## src/rtl/fp_pkg.sv

```systemverilog
// Shared definitions for the packed single-precision datapath: field widths,
// FSM states and the unpacked operand representation.
package fp_pkg;

  localparam int EXP_W  = 8;
  localparam int FRAC_W = 23;
  localparam int MANT_W = 28;

  localparam logic [EXP_W-1:0] EXP_MAX = 8'd255;
  localparam int               BIAS    = 127;

  typedef enum logic [2:0] {
    IDLE,
    UNPACK,
    ALIGN,
    OP,
    NORM,
    DONE
  } state_e;

  // mant layout: [27] carry, [26] hidden, [25:3] frac, [2] G, [1] R, [0] S
  typedef struct packed {
    logic              sign;
    logic [EXP_W-1:0]  exp;
    logic [MANT_W-1:0] mant;
  } operand_t;

  // exp == 0 collapses to zero, so denormals never reach the datapath.
  function automatic operand_t unpack_op(input logic [31:0] word);
    operand_t op;
    op.sign = word[31];
    op.exp  = word[30:23];
    op.mant = (word[30:23] == '0) ? '0 : {2'b01, word[22:0], 3'b000};
    return op;
  endfunction

  function automatic logic [MANT_W-1:0] shr_sticky(input logic [MANT_W-1:0] m);
    return {1'b0, m[MANT_W-1:2], m[1] | m[0]};
  endfunction

endpackage

```

## src/rtl/fp_unpack_swap.sv

```systemverilog
// Magnitude compare and swap for the subtractor: X gets the larger operand,
// Y's mantissa and the alignment distance come out ready for the ALIGN loop.
module fp_unpack_swap
  import fp_pkg::*;
#(
  parameter int ALIGN_CAP = 26
) (
  input  operand_t          a_i,
  input  operand_t          b_i,
  output operand_t          x_o,
  output logic [MANT_W-1:0] y_mant_o,
  output logic [EXP_W-1:0]  diff_o,
  output logic              sub_o
);

  localparam logic [EXP_W-1:0] CAP = EXP_W'(ALIGN_CAP);

  logic              a_larger;
  logic [EXP_W-1:0]  small_exp;
  logic [EXP_W-1:0]  raw_diff;
  logic [MANT_W-1:0] small_mant;

  always_comb begin
    // Ties keep A as X; the mantissa carries the hidden bit, so this orders by {exp,frac}.
    a_larger   = {a_i.exp, a_i.mant} >= {b_i.exp, b_i.mant};
    x_o        = a_larger ? a_i : b_i;
    small_exp  = a_larger ? b_i.exp  : a_i.exp;
    small_mant = a_larger ? b_i.mant : a_i.mant;
    raw_diff   = x_o.exp - small_exp;
    sub_o      = a_i.sign ^ b_i.sign;

    // Far below X's guard bits Y only matters as "nonzero", so skip the shift loop.
    if (raw_diff >= CAP) begin
      y_mant_o = {{(MANT_W-1){1'b0}}, |small_mant};
      diff_o   = '0;
    end else begin
      y_mant_o = small_mant;
      diff_o   = raw_diff;
    end
  end

endmodule

```

## src/rtl/fp_subtractor_seq.sv

```systemverilog
// Iterative single-precision subtractor (Out = A - B, round toward zero):
// one alignment or normalisation shift per cycle behind valid/ready handshakes.
module fp_subtractor_seq
  import fp_pkg::*;
#(
  parameter int ALIGN_CAP = 26
) (
  input  logic        clk,
  input  logic        rst_n,
  input  logic        in_valid,
  output logic        in_ready,
  input  logic [31:0] A,
  input  logic [31:0] B,
  output logic        out_valid,
  input  logic        out_ready,
  output logic [31:0] Out,
  output logic        busy
);

  state_e            state_q, state_d;
  operand_t          a_q, a_d;
  operand_t          b_q, b_d;
  operand_t          x_q, x_d;
  logic [MANT_W-1:0] y_q, y_d;
  logic [EXP_W-1:0]  diff_q, diff_d;
  logic              sub_q, sub_d;
  logic [31:0]       out_q, out_d;
  logic              out_valid_q, out_valid_d;

  operand_t          us_x;
  logic [MANT_W-1:0] us_y;
  logic [EXP_W-1:0]  us_diff;
  logic              us_sub;

  fp_unpack_swap #(
    .ALIGN_CAP (ALIGN_CAP)
  ) u_unpack_swap (
    .a_i      (a_q),
    .b_i      (b_q),
    .x_o      (us_x),
    .y_mant_o (us_y),
    .diff_o   (us_diff),
    .sub_o    (us_sub)
  );

  always_comb begin
    // NOTE: every next-state signal gets its hold value first, so no path through
    // the case statement can leave one unassigned and infer a latch.
    state_d     = state_q;
    a_d         = a_q;
    b_d         = b_q;
    x_d         = x_q;
    y_d         = y_q;
    diff_d      = diff_q;
    sub_d       = sub_q;
    out_d       = out_q;
    out_valid_d = out_valid_q;

    case (state_q)
      IDLE: begin
        if (in_valid) begin
          a_d     = unpack_op(A);
          b_d     = unpack_op({~B[31], B[30:0]});
          state_d = UNPACK;
        end
      end

      UNPACK: begin
        x_d     = us_x;
        y_d     = us_y;
        diff_d  = us_diff;
        sub_d   = us_sub;
        state_d = (us_diff == '0) ? OP : ALIGN;
      end

      ALIGN: begin
        y_d    = shr_sticky(y_q);
        diff_d = diff_q - 8'd1;
        if (diff_q == 8'd1) state_d = OP;
      end

      OP: begin
        // X >= Y in magnitude, so the subtraction never borrows.
        x_d.mant = sub_q ? (x_q.mant - y_q) : (x_q.mant + y_q);
        state_d  = NORM;
      end

      NORM: begin
        if (x_q.mant == '0) begin
          x_d     = '0;
          state_d = DONE;
        end else if (x_q.mant[MANT_W-1]) begin
          if (x_q.exp == EXP_MAX - 8'd1) begin
            x_d.exp  = EXP_MAX;
            x_d.mant = '0;
            state_d  = DONE;
          end else begin
            x_d.mant = shr_sticky(x_q.mant);
            x_d.exp  = x_q.exp + 8'd1;
          end
        end else if (!x_q.mant[MANT_W-2]) begin
          // Another left shift would land on exp 0, which encodes zero.
          if (x_q.exp <= 8'd1) begin
            x_d.exp  = '0;
            x_d.mant = '0;
            state_d  = DONE;
          end else begin
            x_d.mant = x_q.mant << 1;
            x_d.exp  = x_q.exp - 8'd1;
          end
        end else begin
          state_d = DONE;
        end
      end

      DONE: begin
        out_d       = {x_q.sign, x_q.exp, x_q.mant[FRAC_W+2:3]};
        out_valid_d = 1'b1;
        if (out_valid_q && out_ready) begin
          out_valid_d = 1'b0;
          state_d     = IDLE;
        end
      end

      default: state_d = IDLE;
    endcase
  end

  // NOTE: state uses non-blocking assignments so every flop samples pre-edge values.
  // The datapath registers are cleared too, so an aborted operation leaves nothing behind.
  always_ff @(posedge clk or negedge rst_n) begin
    if (!rst_n) begin
      state_q     <= IDLE;
      a_q         <= '0;
      b_q         <= '0;
      x_q         <= '0;
      y_q         <= '0;
      diff_q      <= '0;
      sub_q       <= 1'b0;
      out_q       <= '0;
      out_valid_q <= 1'b0;
    end else begin
      state_q     <= state_d;
      a_q         <= a_d;
      b_q         <= b_d;
      x_q         <= x_d;
      y_q         <= y_d;
      diff_q      <= diff_d;
      sub_q       <= sub_d;
      out_q       <= out_d;
      out_valid_q <= out_valid_d;
    end
  end

  assign in_ready  = (state_q == IDLE);
  assign busy      = (state_q != IDLE);
  assign out_valid = out_valid_q;
  assign Out       = out_q;

endmodule
```

## config.mk

```make
export PLATFORM = sky130hd
export DESIGN_NAME = fp_subtractor_seq
export DESIGN_NICKNAME = d
export VERILOG_FILES = /design/src/rtl/fp_pkg.sv /design/src/rtl/fp_unpack_swap.sv /design/src/rtl/fp_subtractor_seq.sv
export SDC_FILE = /design/constraint.sdc
export NUM_CORES = 1
export LEC_CHECK = 0
export ABC_AREA = 1
export ABC_CLOCK_PERIOD_IN_PS = 4390
export BUFFER_PORTS_ARGS = -buffer_cell sky130_fd_sc_hd__buf_2
export CORE_UTILIZATION = 55
export CTS_CLUSTER_DIAMETER = 200
export DETAILED_ROUTE_END_ITERATION = 6
export GPL_ROUTABILITY_DRIVEN = 0
export PLACE_DENSITY = 0.74
export SLEW_MARGIN = 10
export SYNTH_ARGS = -nofsm -noshare
export SYNTH_HDL_FRONTEND = slang
export SYNTH_SLANG_ARGS = --single-unit
export TNS_END_PERCENT = 1
```

## constraint.sdc

```tcl
create_clock -name clk -period 4.39 [get_ports clk]
set_input_delay 0.2195 -clock clk [delete_from_list [all_inputs] [get_ports clk]]
set_output_delay 0.2195 -clock clk [all_outputs]
set_load 0.03 [all_outputs]
```

## Word level (Yosys, flattened, before mapping)

Cells that the tools add are included.

| word-level totals | value |
|---|---|
| register bits after elaboration | 184 |
| latch bits | 0 |
| memory bits (writable) | 0 |
| bits in read-only memories | 0 |
| input bits | 68 |
| output and inout bits | 35 |
| word-level logic and storage cells | 88 |
| memories kept | 0 |

| operators by class | value |
|---|---|
| add/sub/neg operators | 6 |
| multipliers | 0 |
| divide/modulo/power cells | 0 |
| $lt $le $gt $ge | 3 |
| equal/unequal tests | 14 |
| shifts and indexed selects | 0 |
| muxes and demuxes | 29 |
| bitwise operators | 4 |
| reductions and logical operators | 16 |

Operators by type and width:

| kind | count |
|---|---|
| two-way mux 36 bit | 5 |
| two-way mux 28 bit | 3 |
| one-hot mux 28 bit (3 select lines) | 1 |
| one-hot mux 28 bit (2 select lines) | 1 |
| two-way mux 27 bit | 2 |
| two-way mux 37 bit | 1 |
| greater-or-equal comparator 36 bit | 1 |
| adder 28 bit | 1 |
| logical NOT 28 bit | 1 |
| OR reduction 28 bit | 1 |
| subtractor 28 bit | 1 |
| logical NOT 8 bit | 3 |
| two-way mux 3 bit | 8 |
| one-hot mux 3 bit (6 select lines) | 1 |
| one-hot mux 9 bit (2 select lines) | 1 |
| two-way mux 8 bit | 2 |
| one-hot mux 8 bit (2 select lines) | 1 |
| subtractor 8 x 1 -> 8 bit, second input constant | 2 |
| adder 8 x 1 -> 8 bit, second input constant | 1 |
| equality test 8 x 1 -> 1 bit, second input constant | 1 |
| equality test 8 bit, second input constant | 1 |
| greater-or-equal comparator 8 x 5 -> 1 bit, second input constant | 1 |
| less-or-equal comparator 8 x 1 -> 1 bit, second input constant | 1 |
| inequality test 2 bit, second input constant | 4 |
| other kinds (16) | 27 |

## Longest topological paths before layout

| depth | value |
|---|---|
| depth in word-level cells | 8 |
| mapped depth | 28 |
| depth with buffers taken out | 28 |

## Cells and area by module

Synthesis repeated with hierarchy kept, for this count alone.

| unflattened totals | value |
|---|---|
| cell total of the unflattened synthesis | 2138 |
| area, all modules | 13895.8 µm² |

Modules (own cells, without submodules):

| module | instances | cells each | area an instance (µm²) | seq. area each (µm²) |
|---|---|---|---|---|
| fp_subtractor_seq | 1 | 1673 | 11454.7 | 4404.2 |
| fp_unpack_swap | 1 | 465 | 2441.1 | 0.0 |

## Worst setup path after synthesis

No wires, ideal clock.

| timing | value |
|---|---|
| path type | flip-flop to flip-flop |
| from | reg y_q[0] |
| to | reg x_q[27] (netlist name) |
| setup time | 0.135 ns |
| data arrival time | 3.126 ns |
| required time | 4.255 ns |
| slack | 1.130 ns |
| stages on the path, launching flop included | 21 |
| path buffers | 0 |
| period minus slack after synthesis | 3.260 ns |
| path through | dfrtp_1 > inv_1 > ha_1 > nand3_1 > nor2_1 > nand4_1 > o31ai_1 > nand2_1 > nor2_1 > o21ai_0 > inv_1 > nand2_1 > xor2_1 > ha_1 > a21oi_1 > o21ai_0 > a21o_1 > a21boi_0 > a21oi_1 > o21ai_0 > o21ai_0 |

| between the ends | value |
|---|---|
| word-level cells in the longest chain between the ends | 3 |
| elaborated cells on any way between the ends | 4 |
| classes of those cells | add/sub: 2; mux: 2 |

RTL lines:

| item | line | source |
|---|---|---|
| start: declaration | fp_subtractor_seq.sv:24 | `logic [MANT_W-1:0] y_q, y_d;` |
| start signal: assignment | fp_subtractor_seq.sv:147 | `y_q <= y_d;` |
| adder 28 bit / subtractor 28 bit (equally long branches) | fp_subtractor_seq.sv:84 | `x_d.mant = sub_q ? (x_q.mant - y_q) : (x_q.mant + y_q);` |
| two-way mux 28 bit (*) | fp_subtractor_seq.sv:84 |  |
| one-hot mux 28 bit (3 select lines) (*) | fp_subtractor_seq.sv:59 | `case (state_q)` |
| end signal: assignment | fp_subtractor_seq.sv:136 | `x_q <= '0;` |
| end signal: assignment | fp_subtractor_seq.sv:146 | `x_q <= x_d;` |
| end: declaration | fp_subtractor_seq.sv:23 | `operand_t x_q, x_d;` |

Mark *: on every way between the ends. The rest lies on a longest branch, timed or not.
A chain may end at the register's enable or synchronous reset.

## Final worst setup path

| timing | value |
|---|---|
| from | reg y_q[0] |
| to | reg x_q[22] (netlist name) |

Same word-level chain as after synthesis.

==> metrics.cfg <==
[global_route]
grt_max_degree=118
busiest_layer=met2
grt_pass1_wl_um=51300
antenna_found_initial=0
grt_use_met2=0.4391
grt_use_met3=0.04801
grt_pass1_vias=10340
grt_usage=0.2948
grt.overflow.total=0
grtUsageMet1=0.4349

[worst_setup_path]
worstPathMaxFanout=4
timing.rr.start=y_q[0]$_DFFE_PN0P_
crit_required_ns=4.70
critical_path_class=reg -> reg
regToRegSetupSlack_ns=0.62
r2r_end=x_q[22]$_DFFE_PN0P_
start_kind=flip-flop
reg2reg_depth=20
cp.arrival_ns=4.07
endpoint_kind=flip-flop

[cts]
cts_tree=yes
numClockSinks=175
cts_setup_buffers=0
path_clk_slew_ns=0.07
cts_made_buffers=17
cts_root_buf=clkbuf_16
insertion_delay_ns=0.45
clockBufferDepth=2
ctsHtreeMaxLevel=4

[sta]
fin_setup_tns_ns=0
max_slew_margin=0.3976
slew_viol_final=0
fin_worst_skew_ns=0.01404
setup_viol=0
hold_violations=1
fin_crit_ns=3.766
holdWs_ns=-0.002161
fmax_mhz=265.5
grt_setup_unrepaired=false
worst_slew_pin_slew_ns=0.9036
fin_crit_sh=0.8579

[synth]
syn_nets=1734
synth_edf_count=0
synth_top_area_frac=0.3690
synth.area.top_cells=dfrtp_1 37%, nand2_1 9.8%, o21ai_0 8.3%
synth-adder-area-share=0.07232
synth-xor-area-share=0.03247
synth_top_family_by_area=simple AND/OR/NAND/NOR gates
synth_area_leader_cell=dfrtp_1
syn_area_per_cell_um2=7.427
synth_compound_area_frac=0.2080
syn_inst=1598
async_flop_share=1.000
yosys.area_share.simple=0.2197
ys_seq_elements=175
ys_seq_area_frac=0.3690
synth_cell_types=51
synthMuxAreaShare=0
synth_area_um2=11870
synth_warnings=0
synth_ff_type=dfrtp_1

[drt]
drc=0
vias=11200
drt-vias-per-instance=5.691
drt_pass1_iterations=5
wirelength_um=31250
wl_per_cell_um=15.88
detail-route-antenna-nets=0
drtIter0Drc=1082

[die]
row_count=53
ioPinCount=103
dieWidth_um=148.9
initial_core_util=0.5628
die_h_um=148.9
die_area_um2=22170
core_area_um2=21090

[worst_hold_path]
hold-path-cell-count=3
min_to=a_q[8]$_DFFE_PN0P_
min_from=A[5]
hold_path.class=in -> reg

[layout]
drive_above_1_share=0.1087
nets=1817
mostFrequentLayoutCells=309 x nand2_1, 226 x inv_1, 196 x o21ai_0, 175 x dfrtp_1, 108 x nor2_1
antenna_cells=0
mostFrequentLayoutCell=nand2_1
synthToLayoutAreaGrowth_pct=12.27

[job]
drv_cap=0

[placement]
dp_hpwl_um=23320
port_buffers=102

[outcome]
violations=negative hold slack
status=finished with violations

per-stage QoR:
stage                     utilization  setup WS, ns  cells  hold WS [ns]  instance area, um^2
after floorplan                     -         1.130   1598      -0.07609                11870
after global placement         0.5953        0.7348   1924        0.2195                12550
after detailed placement       0.5953        0.6610   1924        0.2217                12550
after CTS                      0.6319        0.6399   1968      0.001040                13330
after global routing           0.6319        0.1604   1968       0.01511                13330
final                          0.6319        0.6238   1968     -0.002161                13330
state kept, by name, indices dropped and copies added (netlist names):
signal,cells
out_valid,1
state_q,3
a_q,33
sub_q,1
diff_q,8
b_q,33
y_q,27
Out,32
x_q,37
layout make-up:
cell class              instances  area (um^2)
well taps                     275        344.1
flip-flops and latches        175         4379
inverters                     234        883.3
multi-input cells            1126         6327
fillers                      1918         7762
clock buffers                  18        429.2
clock inverters                13        212.7
repair buffers                127        749.5
cells in the mapped netlist (all sizes together) (3+ instances only):
cell type,n
xnor2,4
a22oi,10
clkinv,3
nand3,86
ha,67
o21a,4
xor2,40
o21bai,4
nor2,116
or2,6
buf,10
clkbuf,53
dfrtp,175
nor3,21
o22ai,29
a21o,6
nor4,14
o211ai,19
o221ai,37
nand2,320
nand4,20
nand3b,5
a21oi,91
o21ai,201
inv,231
a31oi,12
worst max-delay path by stage:
stage,cells past startpoint,from,endpoint
floorplan,20,y_q[0]$_DFFE_PN0P_,x_q[27]$_DFFE_PN0P_
global placement,22,y_q[0]$_DFFE_PN0P_,x_q[19]$_DFFE_PN0P_
detailed placement,20,y_q[0]$_DFFE_PN0P_,x_q[22]$_DFFE_PN0P_
CTS,23,y_q[0]$_DFFE_PN0P_,x_q[23]$_DFFE_PN0P_
global route,20,y_q[1]$_DFFE_PN0P_,x_q[23]$_DFFE_PN0P_
finish,20,y_q[0]$_DFFE_PN0P_,x_q[22]$_DFFE_PN0P_
worst max-delay path: stages, from the launching register on:
cell	delay [ns]
dfrtp_1	0.39
nor3_1	0.35
nand3_1	0.11
nor2_1	0.15
nand2_1	0.09
nor3_1	0.18
nand2_1	0.08
nor2_1	0.12
nand3_1	0.12
nor3_2	0.22
a31oi_1	0.14
xor2_1	0.18
inv_1	0.07
ha_1	0.34
a21oi_1	0.20
o21ai_0	0.14
a21o_1	0.19
o21ai_0	0.21
nand2_1	0.08
o21ai_0	0.15
o21ai_0	0.12
cells by family after synthesis:
logic type,after synthesis
AOI/OAI and AO/OA,424
xor gates and xnor gates,44
and+or+nand+nor,590
buffers and inverters,297
DFF,175
adders and majority gates,68
repair_timing:
| action | 4_1_cts | 5_1_grt |
|---|---|---|
| hold buffers | 13 | 0 |
| gates resized for setup | 0 | 0 |
| hold endpoints to repair | 70 | 0 |
routing by layer:
layer | part of all wire | vias to the layer above | wire [um]
li1 | - | 5564 | -
met4 | 0.019 | 0 | 591
met2 | 0.43 | 427 | 13340
met5 | 0 | - | 0
met1 | 0.47 | 5174 | 14800
met3 | 0.080 | 35 | 2513
Power is left out: the tool's default activity adds up to more than one toggle a clock period on the data nets, which glitch-free logic cannot reach.
